### config.mk
export PLATFORM = sky130hd
export DESIGN_NAME = uart_tx_ctrl_flat
export DESIGN_NICKNAME = d
export VERILOG_FILES = /design/src/rtl/apb_uart_pkg.sv /design/src/rtl/uart_tx_ctrl_if.sv /design/src/rtl/uart_bit_timer.sv /design/src/rtl/uart_tx_ctrl.sv /design/src/flat_wrapper.sv
export SDC_FILE = /design/constraint.sdc
export NUM_CORES = 1
export LEC_CHECK = 0
export CORE_MARGIN = 2
export CORE_UTILIZATION = 54
export CTS_CLUSTER_SIZE = 20
export DETAILED_ROUTE_END_ITERATION = 8
export PLACE_DENSITY_LB_ADDON = 0.05
export SLEW_MARGIN = 20
export SYNTH_ARGS = -nofsm -noshare
export SYNTH_HDL_FRONTEND = slang
export SYNTH_SLANG_ARGS = --single-unit
### constraint.sdc
create_clock -name clk_i -period 5.6 [get_ports clk_i]
set_input_delay 0.56 -clock clk_i [delete_from_list [all_inputs] [get_ports clk_i]]
set_output_delay 0.56 -clock clk_i [all_outputs]
set_load 0.1 [all_outputs]
### src/rtl/apb_uart_pkg.sv
// Shared UART types and constants: transmit FSM states, frame data width and
// the parity helper used by the transmit controller.
package apb_uart_pkg;

  localparam int UART_DATA_BITS = 8;

  typedef enum logic [2:0] {
    IDLE   = 3'd0,
    START  = 3'd1,
    DATA   = 3'd2,
    PARITY = 3'd3,
    STOP   = 3'd4
  } uart_tx_state_e;

  // Even parity makes the total count of ones even; odd parity inverts that.
  function automatic logic parity_bit(input logic [UART_DATA_BITS-1:0] data,
                                      input logic odd);
    return odd ? ~^data : ^data;
  endfunction

endpackage

### src/rtl/uart_tx_ctrl_if.sv
// Byte handshake between the TX FIFO output (master) and the transmit controller (slave).
interface uart_tx_ctrl_if;
  import apb_uart_pkg::*;

  // A byte moves on a rising edge where data_valid_i and data_ready_o are both high;
  // the master holds data_i stable while data_valid_i is high and not yet accepted.
  logic [UART_DATA_BITS-1:0] data_i;
  logic                      data_valid_i;
  logic                      data_ready_o;

  modport master (output data_i, output data_valid_i, input data_ready_o);
  modport slave  (input data_i, input data_valid_i, output data_ready_o);

endinterface

### src/rtl/uart_bit_timer.sv
// Bit-period timer: latches the period N on load and ticks on the last cycle
// of every bit while enabled.
module uart_bit_timer #(
  parameter int W = 32
) (
  input  logic         clk_i,
  input  logic         rst_i,
  input  logic         load_i,
  input  logic [W-1:0] n_i,
  input  logic         en_i,
  output logic         bit_tick_o,
  output logic         tick_next_o
);

  logic [W-1:0] cnt_q, cnt_d;
  logic [W-1:0] n_q, n_d;

  assign bit_tick_o = en_i & (cnt_q == n_q - W'(1));

  always_comb begin
    n_d   = load_i ? n_i : n_q;
    cnt_d = cnt_q;
    if (load_i) begin
      cnt_d = '0;
    end else if (en_i) begin
      cnt_d = bit_tick_o ? '0 : cnt_q + W'(1);
    end
  end

  // Lets the controller register a pulse that lines up with the final bit cycle.
  assign tick_next_o = (cnt_d == n_d - W'(1));

  always_ff @(posedge clk_i) begin
    if (rst_i) begin
      cnt_q <= '0;
      n_q   <= W'(1);
    end else begin
      cnt_q <= cnt_d;
      n_q   <= n_d;
    end
  end

endmodule

### src/rtl/uart_tx_ctrl.sv
// UART transmit sequencer: accepts bytes over a valid/ready handshake and
// serialises start, 8 data bits LSB-first, optional parity and 1 or 2 stop bits.
module uart_tx_ctrl
  import apb_uart_pkg::*;
#(
  parameter int CLK_DIV_WIDTH = 32,
  parameter int DATA_BITS     = UART_DATA_BITS
) (
  input  logic                     clk_i,
  input  logic                     rst_i,
  input  logic                     tx_en_i,
  input  logic [CLK_DIV_WIDTH-1:0] clk_div_i,
  input  logic                     parity_en_i,
  input  logic                     parity_odd_i,
  input  logic                     stop2_i,
  uart_tx_ctrl_if.slave            fifo,
  output logic                     tx_o,
  output logic                     busy_o,
  output logic                     frame_done_o,
  output uart_tx_state_e           state_o
);

  uart_tx_state_e         state_q, state_d;
  logic [DATA_BITS-1:0]   data_q, data_d;
  logic [2:0]             bit_idx_q, bit_idx_d;
  logic                   par_en_q, par_en_d;
  logic                   par_odd_q, par_odd_d;
  logic                   stop2_q, stop2_d;
  logic                   stop_ph_q, stop_ph_d;
  logic                   tx_q, tx_d;
  logic                   busy_q, busy_d;
  logic                   done_q, done_d;

  logic                     bit_tick, tick_next, last_stop, accept;
  logic [CLK_DIV_WIDTH-1:0] n_load;

  assign n_load    = (clk_div_i == '0) ? CLK_DIV_WIDTH'(1) : clk_div_i;
  assign last_stop = (state_q == STOP) & bit_tick & (stop_ph_q == stop2_q);
  assign fifo.data_ready_o = !rst_i & tx_en_i & ((state_q == IDLE) | last_stop);
  assign accept    = fifo.data_valid_i & fifo.data_ready_o;

  uart_bit_timer #(.W(CLK_DIV_WIDTH)) u_timer (
    .clk_i       (clk_i),
    .rst_i       (rst_i),
    .load_i      (accept),
    .n_i         (n_load),
    .en_i        (state_q != IDLE),
    .bit_tick_o  (bit_tick),
    .tick_next_o (tick_next)
  );

  always_comb begin
    state_d   = state_q;
    data_d    = data_q;
    bit_idx_d = bit_idx_q;
    par_en_d  = par_en_q;
    par_odd_d = par_odd_q;
    stop2_d   = stop2_q;
    stop_ph_d = stop_ph_q;
    tx_d      = tx_q;
    if (accept) begin
      // Framing is captured with the byte so mid-frame config writes are ignored.
      state_d   = START;
      data_d    = fifo.data_i;
      par_en_d  = parity_en_i;
      par_odd_d = parity_odd_i;
      stop2_d   = stop2_i;
      bit_idx_d = '0;
      stop_ph_d = 1'b0;
      tx_d      = 1'b0;
    end else begin
      unique case (state_q)
        IDLE: tx_d = 1'b1;
        START: if (bit_tick) begin
          state_d = DATA;
          tx_d    = data_q[0];
        end
        DATA: if (bit_tick) begin
          if (bit_idx_q == 3'(DATA_BITS - 1)) begin
            bit_idx_d = '0;
            if (par_en_q) begin
              state_d = PARITY;
              tx_d    = parity_bit(data_q, par_odd_q);
            end else begin
              state_d   = STOP;
              stop_ph_d = 1'b0;
              tx_d      = 1'b1;
            end
          end else begin
            bit_idx_d = bit_idx_q + 3'd1;
            tx_d      = data_q[bit_idx_d];
          end
        end
        PARITY: if (bit_tick) begin
          state_d   = STOP;
          stop_ph_d = 1'b0;
          tx_d      = 1'b1;
        end
        STOP: if (bit_tick) begin
          if (stop_ph_q == stop2_q) state_d = IDLE;
          else                      stop_ph_d = 1'b1;
          tx_d = 1'b1;
        end
        default: begin
          state_d = IDLE;
          tx_d    = 1'b1;
        end
      endcase
    end
    busy_d = (state_d != IDLE);
    // High during the cycle that will be the last one of the final stop bit.
    done_d = (state_d == STOP) & (stop_ph_d == stop2_d) & tick_next;
  end

  always_ff @(posedge clk_i) begin
    if (rst_i) begin
      state_q   <= IDLE;
      data_q    <= '0;
      bit_idx_q <= '0;
      par_en_q  <= 1'b0;
      par_odd_q <= 1'b0;
      stop2_q   <= 1'b0;
      stop_ph_q <= 1'b0;
      tx_q      <= 1'b1;
      busy_q    <= 1'b0;
      done_q    <= 1'b0;
    end else begin
      state_q   <= state_d;
      data_q    <= data_d;
      bit_idx_q <= bit_idx_d;
      par_en_q  <= par_en_d;
      par_odd_q <= par_odd_d;
      stop2_q   <= stop2_d;
      stop_ph_q <= stop_ph_d;
      tx_q      <= tx_d;
      busy_q    <= busy_d;
      done_q    <= done_d;
    end
  end

  assign tx_o         = tx_q;
  assign busy_o       = busy_q;
  assign frame_done_o = done_q;
  assign state_o      = state_q;

endmodule

### src/flat_wrapper.sv
// flat-port wrapper written by rule: the top's interface ports become plain ports
module uart_tx_ctrl_flat import apb_uart_pkg::*;
#(
  parameter int CLK_DIV_WIDTH = 32,
  parameter int DATA_BITS     = UART_DATA_BITS
)
  (clk_i, rst_i, tx_en_i, clk_div_i, parity_en_i, parity_odd_i, stop2_i, tx_o, busy_o, frame_done_o, state_o, fifo_data_i, fifo_data_valid_i, fifo_data_ready_o);
  uart_tx_ctrl_if fifo_i ();
  input  logic clk_i;
  input  logic rst_i;
  input  logic tx_en_i;
  input  logic [CLK_DIV_WIDTH-1:0] clk_div_i;
  input  logic parity_en_i;
  input  logic parity_odd_i;
  input  logic stop2_i;
  output logic tx_o;
  output logic busy_o;
  output logic frame_done_o;
  output uart_tx_state_e state_o;
  input wire logic [$bits(fifo_i.data_i)-1:0] fifo_data_i;
  input wire logic [$bits(fifo_i.data_valid_i)-1:0] fifo_data_valid_i;
  output wire logic [$bits(fifo_i.data_ready_o)-1:0] fifo_data_ready_o;
  assign fifo_i.data_i = fifo_data_i;
  assign fifo_i.data_valid_i = fifo_data_valid_i;
  assign fifo_data_ready_o = fifo_i.data_ready_o;
  uart_tx_ctrl #(.CLK_DIV_WIDTH(CLK_DIV_WIDTH), .DATA_BITS(DATA_BITS)) u_core (.clk_i(clk_i), .rst_i(rst_i), .tx_en_i(tx_en_i), .clk_div_i(clk_div_i), .parity_en_i(parity_en_i), .parity_odd_i(parity_odd_i), .stop2_i(stop2_i), .fifo(fifo_i), .tx_o(tx_o), .busy_o(busy_o), .frame_done_o(frame_done_o), .state_o(state_o));
endmodule
==> results of run 1 <==
==> cell families after synthesis <==
family / Yosys count / synth area share [%]
xor gates and xnor gates: 130 / 17.8
adders and majority gates: 6 / 1.15
muxes: 37 / 6.13
DFF: 85 / 26.0
buffers and inverters: 64 / 4.59
AOI/OAI and AO/OA: 129 / 13.5
and+or+nand+nor: 400 / 30.9
==> worst max-delay path: stages (launching register included) <==
cell	delay, ns
dfxtp_1	0.42
nor4_2	0.52
nand4_1	0.23
buf_4	0.23
xnor2_1	0.12
or4_1	0.58
nor4_4	0.34
a41o_4	0.31
mux2i_4	0.31
ha_4	0.23
nand3_1	0.13
or3_1	0.43
nor2_1	0.16
mux2i_1	0.16
nand2b_1	0.22
or3b_1	0.36
a21oi_1	0.14
nand4_1	0.12
a2111oi_2	0.23
==> flip-flops by register name, indices dropped and copies added, names as in the netlist <==
| register | flops |
|---|---|
| u_core.stop_ph_q | 1 |
| u_core.u_timer.cnt_q | 32 |
| u_core.par_odd_q | 1 |
| u_core.frame_done_o | 1 |
| u_core.state_o | 3 |
| u_core.tx_o | 1 |
| u_core.u_timer.n_q | 32 |
| u_core.bit_idx_q | 3 |
| u_core.data_q | 8 |
| u_core.stop2_q | 1 |
| u_core.busy_o | 1 |
| u_core.par_en_q | 1 |
==> area by class of cell <==
cell class	count	area share, %
clock buffers	11	3.32
well taps	147	2.42
clock inverters	5	0.773
inverters	11	0.542
flip-flops and latches	85	22.4
repair buffers	82	9.73
multi-input cells	702	60.9
==> power by group <==
part / internal [mW] / leakage [nW] / total, mW / switching, mW
registers: 0.623 / 0.688 / 0.653 / 0.0293
logic: 0.215 / 1.90 / 0.517 / 0.302
clock network: 0.370 / 0.148 / 0.635 / 0.265
==> stage by stage <==
stage | cell area, sq um | hold WS [ns] | setup WS, ns | cells | util, %
final | 7610 | 0.465 | 0.247 | 1043 | 63.9
after global routing | 7610 | 0.499 | 0.00841 | 1043 | 63.9
after CTS | 7580 | 0.468 | 0.0550 | 1043 | 63.6
after detailed placement | 7270 | 0.455 | 0.0815 | 1027 | 61.0
after global placement | 7270 | 0.449 | 0.296 | 1027 | 61.0
after floorplan | 6610 | 0.444 | 0.0254 | 851 | -
==> path summary, 6_finish.rpt <==
| check | from | endpoint | slack, ns | cells past startpoint |
|---|---|---|---|---|
| setup / recovery | u_core.u_timer.n_q[9] | u_core.frame_done_o | 0.25 | 18 |
| setup reg to reg | u_core.u_timer.n_q[9] | u_core.frame_done_o | 0.25 | 18 |
| hold reg to reg | u_core.u_timer.n_q[3] | u_core.u_timer.n_q[3] | 0.46 | 2 |
| hold / removal | u_core.u_timer.n_q[3] | u_core.u_timer.n_q[3] | 0.46 | 2 |
==> layer usage <==
metal | vias up | track usage (%) | share of wire (%)
li1 | 3098 | - | -
met1 | 3055 | 43.6 | 44
met2 | 254 | 53.3 | 46
met3 | 49 | 4.02 | 5.9
met4 | 0 | 14.6 | 4.0
met5 | - | 0 | 0
==> synthesized netlist by cell type (all sizes together) (5+ instances only) <==
| cell | number |
|---|---|
| and4 | 5 |
| a21oi | 33 |
| nand2 | 88 |
| ha | 6 |
| mux2 | 5 |
| buf | 17 |
| and2 | 6 |
| o31ai | 5 |
| nor2 | 119 |
| mux2i | 30 |
| xnor2 | 78 |
| nand4b | 5 |
| nor3 | 33 |
| o2111ai | 7 |
| nand3 | 36 |
| inv | 11 |
| a211oi | 5 |
| nor2b | 6 |
| o21ai | 30 |
| or4 | 9 |
| and3 | 7 |
| nand4 | 15 |
| nand2b | 6 |
| clkbuf | 36 |
| or3 | 19 |
| dfxtp | 85 |
| nor4 | 25 |
| xor2 | 50 |
==> flow_metrics.env, run 1 <==
export IMPL_end_kind="flip-flop"
export IMPL_clock_fmax_mhz=187
export IMPL_tns_ns=0
export IMPL_status="finished, final reports clean"
export IMPL_syn_inst=851
export IMPL_die_area_sq_um=13000
export IMPL_antenna_found_initial=0
export IMPL_die_w_um=114
export IMPL_cts_hold_buf=0
export IMPL_power_mw=1.80
export IMPL_synth_nets=904
export IMPL_synth_top_area_share_pct=26.0
export IMPL_cts_resized=0
export IMPL_max_slew_margin_pct=34.5
export IMPL_rsz0062_at_grt="false"
export IMPL_hp_class="reg2reg"
export IMPL_synth_flop_cell="dfxtp_1"
export IMPL_cts_tree="done"
export IMPL_grt_pass1_vias=6152
export IMPL_clk_latency_ns=0.35
export IMPL_multi_input_area_sq_um=4630
export IMPL_wl_per_cell_um=20.0
export IMPL_drt_wl_total_um=20900
export IMPL_synth_area_leaders="dfxtp_1, xnor2_1, nor2_1"
export IMPL_worst_pin_slew_ns=0.974
export IMPL_maxSlewViolCount=0
export IMPL_cts_max_path_buffers=2
export IMPL_clock_sinks=85
export IMPL_start_util_pct=55.0
export IMPL_port_buffers=53
export IMPL_cts_made_buffers=9
export IMPL_drt_iter0_markers=465
export IMPL_dp_hpwl_um=16000
export IMPL_synth_edff_count=0
export IMPL_cts_root_buf="clkbuf_16"
export IMPL_async_flop_share_pct=0
export IMPL_drive_gt1_share_pct=9.04
export IMPL_grt_usage_pct=32.7
export IMPL_vias=6456
export IMPL_worstPathRequired_ns=5.85
export IMPL_ant_nets=0
export IMPL_clk_pin_slew_ns=0.06
export IMPL_setup_violations_final=0
export IMPL_grt_pass1_wl_um=32800
export IMPL_io_pins=54
export IMPL_worst_endpoint_arrival_ns=5.60
export IMPL_rows=40
export IMPL_first_pass_iters=7
export IMPL_route_detailed_drc=0
export IMPL_power_static_leakage_nw=2.74
export IMPL_gp_congestion=0.988
export IMPL_fin_nets=944
export IMPL_synth_area_sq_um=6550
export IMPL_startpoint_type="flip-flop"
export IMPL_syn_area_per_cell_sq_um=7.69
export IMPL_grt_start_max_net_pins=55
export IMPL_finalCritPeriodShare_pct=95.6
export IMPL_core_area_sq_um=11900
export IMPL_synth_cell_type_count=77
export IMPL_power_density_nw_per_um2=237
export IMPL_ys_seq_elements=85
export IMPL_die_h_um=114
export IMPL_mostFrequentLayoutCell="nor2_1"
export IMPL_max_cap_violations=0
export IMPL_diodes=0
export IMPL_peakVddDrop_uv=120
export IMPL_seqCellArea_sq_um=1700
export IMPL_netlist_top_cell_by_area="dfxtp_1"
export IMPL_final_cell_mix="nor2_1, nand2_1, dfxtp_1, xnor2_1, clkdlybuf4s50_1"
export IMPL_htreeDepth=3
export IMPL_fillers=1089
export IMPL_yosys_warnings=0
export IMPL_overflow=0
export IMPL_cts_setup_buffers=0
export IMPL_crit_path_max_fanout=11
export IMPL_finalClockSkew_ns=0.00783
export IMPL_yosysSeqAreaShare_pct=26.0
export IMPL_via_per_inst=6.19
export IMPL_area_growth_pct=16.3
export IMPL_min_period_ns=5.35
export IMPL_hold_violations=0
export IMPL_crit_type="reg2reg"
Power figures use the tool's default switching activity.
==> run 2, diff against run 1 <==
--- a/config.mk
+++ b/config.mk
@@ -5,12 +5,13 @@
 export SDC_FILE = /design/constraint.sdc
 export NUM_CORES = 1
 export LEC_CHECK = 0
+export CAP_MARGIN = 20
 export CORE_MARGIN = 2
 export CORE_UTILIZATION = 54
+export CTS_CLUSTER_DIAMETER = 100
 export CTS_CLUSTER_SIZE = 20
 export DETAILED_ROUTE_END_ITERATION = 8
 export PLACE_DENSITY_LB_ADDON = 0.05
-export SLEW_MARGIN = 20
 export SYNTH_ARGS = -nofsm -noshare
 export SYNTH_HDL_FRONTEND = slang
 export SYNTH_SLANG_ARGS = --single-unit
==> results of run 2 <==
The final DEF is identical to that of run 1; final timing and power are the same.
